--- config.mk ---
export PLATFORM = sky130hd
export DESIGN_NAME = sw_input_flat
export DESIGN_NICKNAME = d
export VERILOG_FILES = /design/src/rtl/sw_input_if.sv /design/src/rtl/sw_input.sv /design/src/flat_wrapper.sv
export SDC_FILE = /design/constraint.sdc
export NUM_CORES = 1
export LEC_CHECK = 0
export CAP_MARGIN = 20
export CORE_UTILIZATION = 50
export CTS_CLUSTER_SIZE = 8
export DETAILED_ROUTE_END_ITERATION = 8
export PLACE_DENSITY = 0.74
export SLEW_MARGIN = 40
export SYNTH_ARGS = -nofsm -noshare
export SYNTH_HDL_FRONTEND = slang
export SYNTH_SLANG_ARGS = --single-unit
--- constraint.sdc ---
create_clock -name sw_clk -period 1.9 [get_ports sw_clk]
set_input_delay 0.19 -clock sw_clk [delete_from_list [all_inputs] [get_ports sw_clk]]
set_output_delay 0.19 -clock sw_clk [all_outputs]
set_load 0.01 [all_outputs]
--- src/rtl/sw_input_if.sv ---
// ============================================================================
//  Module      : sw_input_if
//  Description : Peripheral-bus read port of the switch/button input block.
//                The CPU load path (master) issues a one-cycle read strobe
//                with a word address; the peripheral (slave) answers one
//                cycle later with registered data and a valid pulse.
//  Signals     : sw_re     - read strobe, one cycle per read (master -> slave)
//                sw_addr   - word select, sampled with sw_re (master -> slave)
//                sw_rdata  - registered read data (slave -> master)
//                sw_rvalid - sw_rdata holds the previous-cycle read result
//  Revision    : 1.0 - initial release
// ============================================================================
`default_nettype none

interface sw_input_if;
   logic        sw_re;
   logic [1:0]  sw_addr;
   logic [31:0] sw_rdata;
   logic        sw_rvalid;

   modport master (output sw_re, output sw_addr, input sw_rdata, input sw_rvalid);
   modport slave  (input sw_re, input sw_addr, output sw_rdata, output sw_rvalid);
endinterface

`default_nettype wire

--- src/rtl/sw_input.sv ---
// ============================================================================
//  Module      : sw_input
//  Description : Memory-mapped input peripheral. Synchronizes and debounces
//                board switches and push-buttons, latches sticky button-press
//                events and returns them through a registered read port.
//  Ports       : sw_clk   - system clock, all logic on its rising edge
//                sw_rst_n - asynchronous active-low reset
//                sw_in    - raw switch levels (asynchronous, active-high)
//                btn_in   - raw button levels (asynchronous, active-high)
//                bus      - read port (sw_re, sw_addr, sw_rdata, sw_rvalid)
//  Read map    : 0 = debounced switches, 1 = debounced buttons,
//                2 = press events (read clears), 3 = zero
//  Revision    : 1.0 - initial release
// ============================================================================
`default_nettype none

module sw_input #(
   parameter int SW_WIDTH        = 24,
   parameter int BTN_WIDTH       = 5,
   parameter int DEBOUNCE_CYCLES = 16
) (
   input  wire logic                 sw_clk,
   input  wire logic                 sw_rst_n,
   input  wire logic [SW_WIDTH-1:0]  sw_in,
   input  wire logic [BTN_WIDTH-1:0] btn_in,
   sw_input_if.slave                 bus
);

   // Counter only has to reach DEBOUNCE_CYCLES-1.
   localparam int                CNT_W   = (DEBOUNCE_CYCLES > 2) ? $clog2(DEBOUNCE_CYCLES) : 1;
   localparam logic [CNT_W-1:0]  CNT_MAX = CNT_W'(DEBOUNCE_CYCLES - 1);

   localparam logic [1:0] ADDR_SW  = 2'd0;
   localparam logic [1:0] ADDR_BTN = 2'd1;
   localparam logic [1:0] ADDR_EVT = 2'd2;

   // ------------------------------------------------------------------
   // State
   // ------------------------------------------------------------------
   logic [SW_WIDTH-1:0]  sync1_sw_q,  sync1_sw_d;
   logic [SW_WIDTH-1:0]  sync2_sw_q,  sync2_sw_d;
   logic [SW_WIDTH-1:0]  sync3_sw_q,  sync3_sw_d;
   logic [BTN_WIDTH-1:0] sync1_btn_q, sync1_btn_d;
   logic [BTN_WIDTH-1:0] sync2_btn_q, sync2_btn_d;
   logic [BTN_WIDTH-1:0] sync3_btn_q, sync3_btn_d;

   logic [SW_WIDTH-1:0]  deb_sw_q,  deb_sw_d;
   logic [BTN_WIDTH-1:0] deb_btn_q, deb_btn_d;
   logic [CNT_W-1:0]     cnt_sw_q,  cnt_sw_d;
   logic [CNT_W-1:0]     cnt_btn_q, cnt_btn_d;

   logic [BTN_WIDTH-1:0] evt_q, evt_d;
   logic [31:0]          rdata_q, rdata_d;
   logic                 rvalid_q, rvalid_d;

   logic [BTN_WIDTH-1:0] btn_rise;
   logic                 evt_clr;

   // ------------------------------------------------------------------
   // Synchronizers: sync1/sync2 resolve metastability, sync3 keeps the
   // previous settled sample so a change can be spotted.
   // ------------------------------------------------------------------
   always_comb begin
      sync1_sw_d  = sw_in;
      sync2_sw_d  = sync1_sw_q;
      sync3_sw_d  = sync2_sw_q;
      sync1_btn_d = btn_in;
      sync2_btn_d = sync1_btn_q;
      sync3_btn_d = sync2_btn_q;
   end

   // ------------------------------------------------------------------
   // Switch-group debounce. A change in any bit restarts the count and
   // the debounced vector updates as a whole.
   // ------------------------------------------------------------------
   always_comb begin
      deb_sw_d = deb_sw_q;
      cnt_sw_d = cnt_sw_q;
      if (sync2_sw_q != sync3_sw_q) begin
         cnt_sw_d = '0;
      end else if (sync2_sw_q != deb_sw_q) begin
         if (cnt_sw_q == CNT_MAX) begin
            deb_sw_d = sync2_sw_q;
            cnt_sw_d = '0;
         end else begin
            cnt_sw_d = cnt_sw_q + 1'b1;
         end
      end else begin
         cnt_sw_d = '0;
      end
   end

   // ------------------------------------------------------------------
   // Button-group debounce, same rule with its own counter.
   // ------------------------------------------------------------------
   always_comb begin
      deb_btn_d = deb_btn_q;
      cnt_btn_d = cnt_btn_q;
      if (sync2_btn_q != sync3_btn_q) begin
         cnt_btn_d = '0;
      end else if (sync2_btn_q != deb_btn_q) begin
         if (cnt_btn_q == CNT_MAX) begin
            deb_btn_d = sync2_btn_q;
            cnt_btn_d = '0;
         end else begin
            cnt_btn_d = cnt_btn_q + 1'b1;
         end
      end else begin
         cnt_btn_d = '0;
      end
   end

   // ------------------------------------------------------------------
   // Press events. A rise is detected on the value being loaded this
   // edge, so the event bit appears together with the debounced level.
   // An event read clears old bits but lets same-edge rises through.
   // ------------------------------------------------------------------
   always_comb begin
      btn_rise = deb_btn_d & ~deb_btn_q;
      evt_clr  = bus.sw_re && (bus.sw_addr == ADDR_EVT);
      evt_d    = (evt_clr ? '0 : evt_q) | btn_rise;
   end

   // ------------------------------------------------------------------
   // Read port: data captured from pre-edge register state, so an event
   // read returns the value before its own clear.
   // ------------------------------------------------------------------
   always_comb begin
      rdata_d  = rdata_q;
      rvalid_d = bus.sw_re;
      if (bus.sw_re) begin
         case (bus.sw_addr)
            ADDR_SW:  rdata_d = 32'(deb_sw_q);
            ADDR_BTN: rdata_d = 32'(deb_btn_q);
            ADDR_EVT: rdata_d = 32'(evt_q);
            default:  rdata_d = 32'h0;
         endcase
      end
   end

   // ------------------------------------------------------------------
   // Registers
   // ------------------------------------------------------------------
   always_ff @(posedge sw_clk or negedge sw_rst_n) begin
      if (!sw_rst_n) begin
         sync1_sw_q  <= '0;
         sync2_sw_q  <= '0;
         sync3_sw_q  <= '0;
         sync1_btn_q <= '0;
         sync2_btn_q <= '0;
         sync3_btn_q <= '0;
         deb_sw_q    <= '0;
         deb_btn_q   <= '0;
         cnt_sw_q    <= '0;
         cnt_btn_q   <= '0;
         evt_q       <= '0;
         rdata_q     <= '0;
         rvalid_q    <= 1'b0;
      end else begin
         sync1_sw_q  <= sync1_sw_d;
         sync2_sw_q  <= sync2_sw_d;
         sync3_sw_q  <= sync3_sw_d;
         sync1_btn_q <= sync1_btn_d;
         sync2_btn_q <= sync2_btn_d;
         sync3_btn_q <= sync3_btn_d;
         deb_sw_q    <= deb_sw_d;
         deb_btn_q   <= deb_btn_d;
         cnt_sw_q    <= cnt_sw_d;
         cnt_btn_q   <= cnt_btn_d;
         evt_q       <= evt_d;
         rdata_q     <= rdata_d;
         rvalid_q    <= rvalid_d;
      end
   end

   assign bus.sw_rdata  = rdata_q;
   assign bus.sw_rvalid = rvalid_q;

endmodule

`default_nettype wire

--- src/flat_wrapper.sv ---
// flat-port wrapper written by rule: the top's interface ports become plain ports
module sw_input_flat 
#(
   parameter int SW_WIDTH        = 24,
   parameter int BTN_WIDTH       = 5,
   parameter int DEBOUNCE_CYCLES = 16
)
  (sw_clk, sw_rst_n, sw_in, btn_in, bus_sw_re, bus_sw_addr, bus_sw_rdata, bus_sw_rvalid);
  sw_input_if bus_i ();
  input  wire logic sw_clk;
  input  wire logic sw_rst_n;
  input  wire logic [SW_WIDTH-1:0] sw_in;
  input  wire logic [BTN_WIDTH-1:0] btn_in;
  input wire logic [$bits(bus_i.sw_re)-1:0] bus_sw_re;
  input wire logic [$bits(bus_i.sw_addr)-1:0] bus_sw_addr;
  output wire logic [$bits(bus_i.sw_rdata)-1:0] bus_sw_rdata;
  output wire logic [$bits(bus_i.sw_rvalid)-1:0] bus_sw_rvalid;
  assign bus_i.sw_re = bus_sw_re;
  assign bus_i.sw_addr = bus_sw_addr;
  assign bus_sw_rdata = bus_i.sw_rdata;
  assign bus_sw_rvalid = bus_i.sw_rvalid;
  sw_input #(.SW_WIDTH(SW_WIDTH), .BTN_WIDTH(BTN_WIDTH), .DEBOUNCE_CYCLES(DEBOUNCE_CYCLES)) u_core (.sw_clk(sw_clk), .sw_rst_n(sw_rst_n), .sw_in(sw_in), .btn_in(btn_in), .bus(bus_i));
endmodule
==> impl_metrics.yaml <==
timing:
  whs_ps: 212.1
  fin_ws_ps: -141.0
  period_share_pct: 107.4
  setup_tns_ps: -3060
  drv_slew: 0
  skew_ps: 5.850
  clock.fmax_mhz: 489.9
  finalHoldViolCount: 0
  finalSetupViolations: 24
  rsz0062_at_grt: "yes"
  fin_crit_ps: 2041
grt:
  grt_max_degree: 51
  grt_pass1_wl_mm: 17.93
  first_global_vias: 3600
  antenna_found_initial: 0
  grtUsageTotal_pct: 20.75
  grt.overflow.total: 0
worst_setup_path:
  cp_max_fo: 9
  critPathLaunch: "u_core.sync2_sw_q[12]"
  startpoint_type: "flop"
  r2r_start: "u_core.sync2_sw_q[12]"
  timing.rr.end: "u_core.deb_sw_q[16]"
  cp-end-kind: "flop"
  arrival_ps: 2340
  endpoint: "u_core.deb_sw_q[16]"
  crit_required_ps: 2190
  reg2reg_depth: 7
  crit_type: "flop to flop"
  rrSetupSlack_ps: -140
finish:
  antenna-diode-count: 0
  drive_gt1_share_pct: 21.25
  syn_to_final_growth_pct: 28.72
  fin_area_um2: 7312
  fillers: 775
  layout.nets: 550
  layout_common_cells: "dfrtp_1 (151), clkdlybuf4s50_1 (57), buf_4 (36)"
  layout_commonest_cell: "dfrtp_1"
run_status:
  violations: "negative setup slack"
  status: "complete, but fails checks"
detailed_routing:
  drc: 0
  wl_mm: 10.41
  vias: 3320
  vias_per_cell: 4.978
  final_antenna_net_count: 0
  drt_iter0_markers: 161
  routedWlPerCell_um: 15.61
  first_pass_iters: 4
floorplanning:
  die_height_um: 108.6
  fp-row-count: 38
  die_area_um2: 11790
  initial_core_util_pct: 51.95
  die_w_um: 108.6
  pin_count: 67
  core_area_um2: 10940
pwr:
  p_leak_nw: 3.288
  power_mw: 7.077
  powerDensity_nw_per_um2: 967.9
  ir_worst_vdd_mv: 0.6171
clock_tree:
  cts_tree: "yes"
  root_buffer: "clkbuf_16"
  cts_max_level: 4
  cts_sinks: 154
  numCtsBuffers: 17
  clk_latency_ps: 410
  clock_path_buffers: 2
  clk_pin_slew_ps: 60
placed_design:
  dp_hpwl_mm: 6.964
  port_buffers: 58
  gp_congestion: 0.7951
  dpl_cell_area_um2: 6644
  pre_cts_ws_ps: -227.4
logic_synthesis:
  synth-seq-cells: 154
  yosysTopAreaCellShare_pct: 67.84
  synth_cells: 406
  netlist_area_um2: 5680
  synth_area_leaders: "dfrtp_1 (68%), mux2_4 (5.3%), xnor2_1 (5.1%)"
  synth-seq-area-share_pct: 67.84
  synth_top_area_cell: "dfrtp_1"
  synth.distinct_cells: 35
  avgSynthCellArea_um2: 13.99
  ys_warn_count: 0
min_path:
  whs_path_depth: 1
  hp-start: "sw_in[16]"
  min_path_type: "input pin to flop"
job:
  drv_cap: 0
==> critical path: stages (launching register included) <==
cell,delay [ps]
dfrtp_1,410
buf_4,160
xor2_1,150
nor4_2,220
nand4_1,180
o2111a_2,340
buf_8,160
mux2_4,300
==> repair_timing <==
action | in CTS | in global routing
hold endpoints to repair | 47 | 0
setup buffers | 1 | 1
endpoints found under the setup margin | 24 | 24
hold buffers | 1 | 0
pin swaps | 4 | 1
gates resized for setup | 8 | 7
==> cell usage after synthesis, drive strengths merged <==
cell type,number
nand3,3
xnor2,33
nand2b,1
nor4,7
a311oi,1
xor2,27
ha,2
nor2,15
and3,2
nor3b,2
mux2i,5
a21oi,12
o21ai,24
mux2,26
nor3,3
inv,25
clkbuf,7
conb,1
dfrtp,154
nand2,27
a31oi,1
nand4,7
nand3b,1
nand4b,1
nor2b,1
a32o,4
o2111a,1
buf,11
o211ai,1
a21o,1
==> per-stage QoR <==
stage	util [%]	instances
after floorplan	-	413
after global placement	60.76	632
after detailed placement	60.76	632
after CTS	66.51	666
after global routing	66.87	667
final	66.87	667
==> how the worst min path moves through the flow <==
stage | slack [ps] | end
after global placement | 160 | u_core.sync1_sw_q[12]
after global routing | 200 | u_core.sync1_btn_q[2]
after floorplan | -110 | u_core.bus.sw_rdata[0]
final | 210 | u_core.sync1_sw_q[16]
after CTS | 200 | u_core.sync1_sw_q[16]
after detailed placement | 160 | u_core.bus.sw_rdata[13]
==> flip-flops by register name, indices dropped and copies added, names as in the netlist, 5 cells and up <==
signal and flops:
u_core.sync3_btn_q 5, u_core.sync2_sw_q 24, u_core.sync2_btn_q 5, u_core.sync3_sw_q 24, u_core.evt_q 5, u_core.bus.sw_rdata 24, u_core.deb_btn_q 5, u_core.deb_sw_q 24
u_core.sync1_btn_q 5, u_core.sync1_sw_q 24
==> cell type report <==
| class | count | area [µm²] | area share, % |
|---|---|---|---|
| Tap cell | 140 | 175.2 | 2.396 |
| Sequential cell | 154 | 3857 | 52.75 |
| Clock inverter | 11 | 121.4 | 1.660 |
| Inverter | 25 | 93.84 | 1.283 |
| Timing Repair Buffer | 100 | 939.7 | 12.85 |
| Clock buffer | 21 | 460.4 | 6.297 |
| Multi-Input combinational cell | 216 | 1664 | 22.76 |
==> kinds of logic after synthesis <==
kind of cell,Yosys count,share of synthesized area [%]
buf+inv,43,4.075
xor+xnor,60,9.251
mux,31,7.357
flops,154,67.84
compound gates,45,4.604
other cells,1,0.06602
fa+ha+maj,2,0.4405
simple gates,70,6.366
==> where the power goes <==
| group | leakage [nW] | internal [mW] | total, mW | switching [mW] |
|---|---|---|---|---|
| sequential | 1.94 | 3.39 | 3.46 | 0.0733 |
| combinational | 1.08 | 0.178 | 0.348 | 0.171 |
| clock | 0.271 | 2.00 | 3.27 | 1.28 |
==> per-layer routing <==
layer / up-vias / global-route usage, % / wire length [µm]
met5: - / 0 / 0
met4: 0 / 8.301 / 143
met3: 13 / 5.244 / 452
met2: 85 / 32.55 / 5104
met1: 1676 / 27.80 / 4710
li1: 1546 / - / -
No activity file was read; power rests on OpenSTA's default activity.
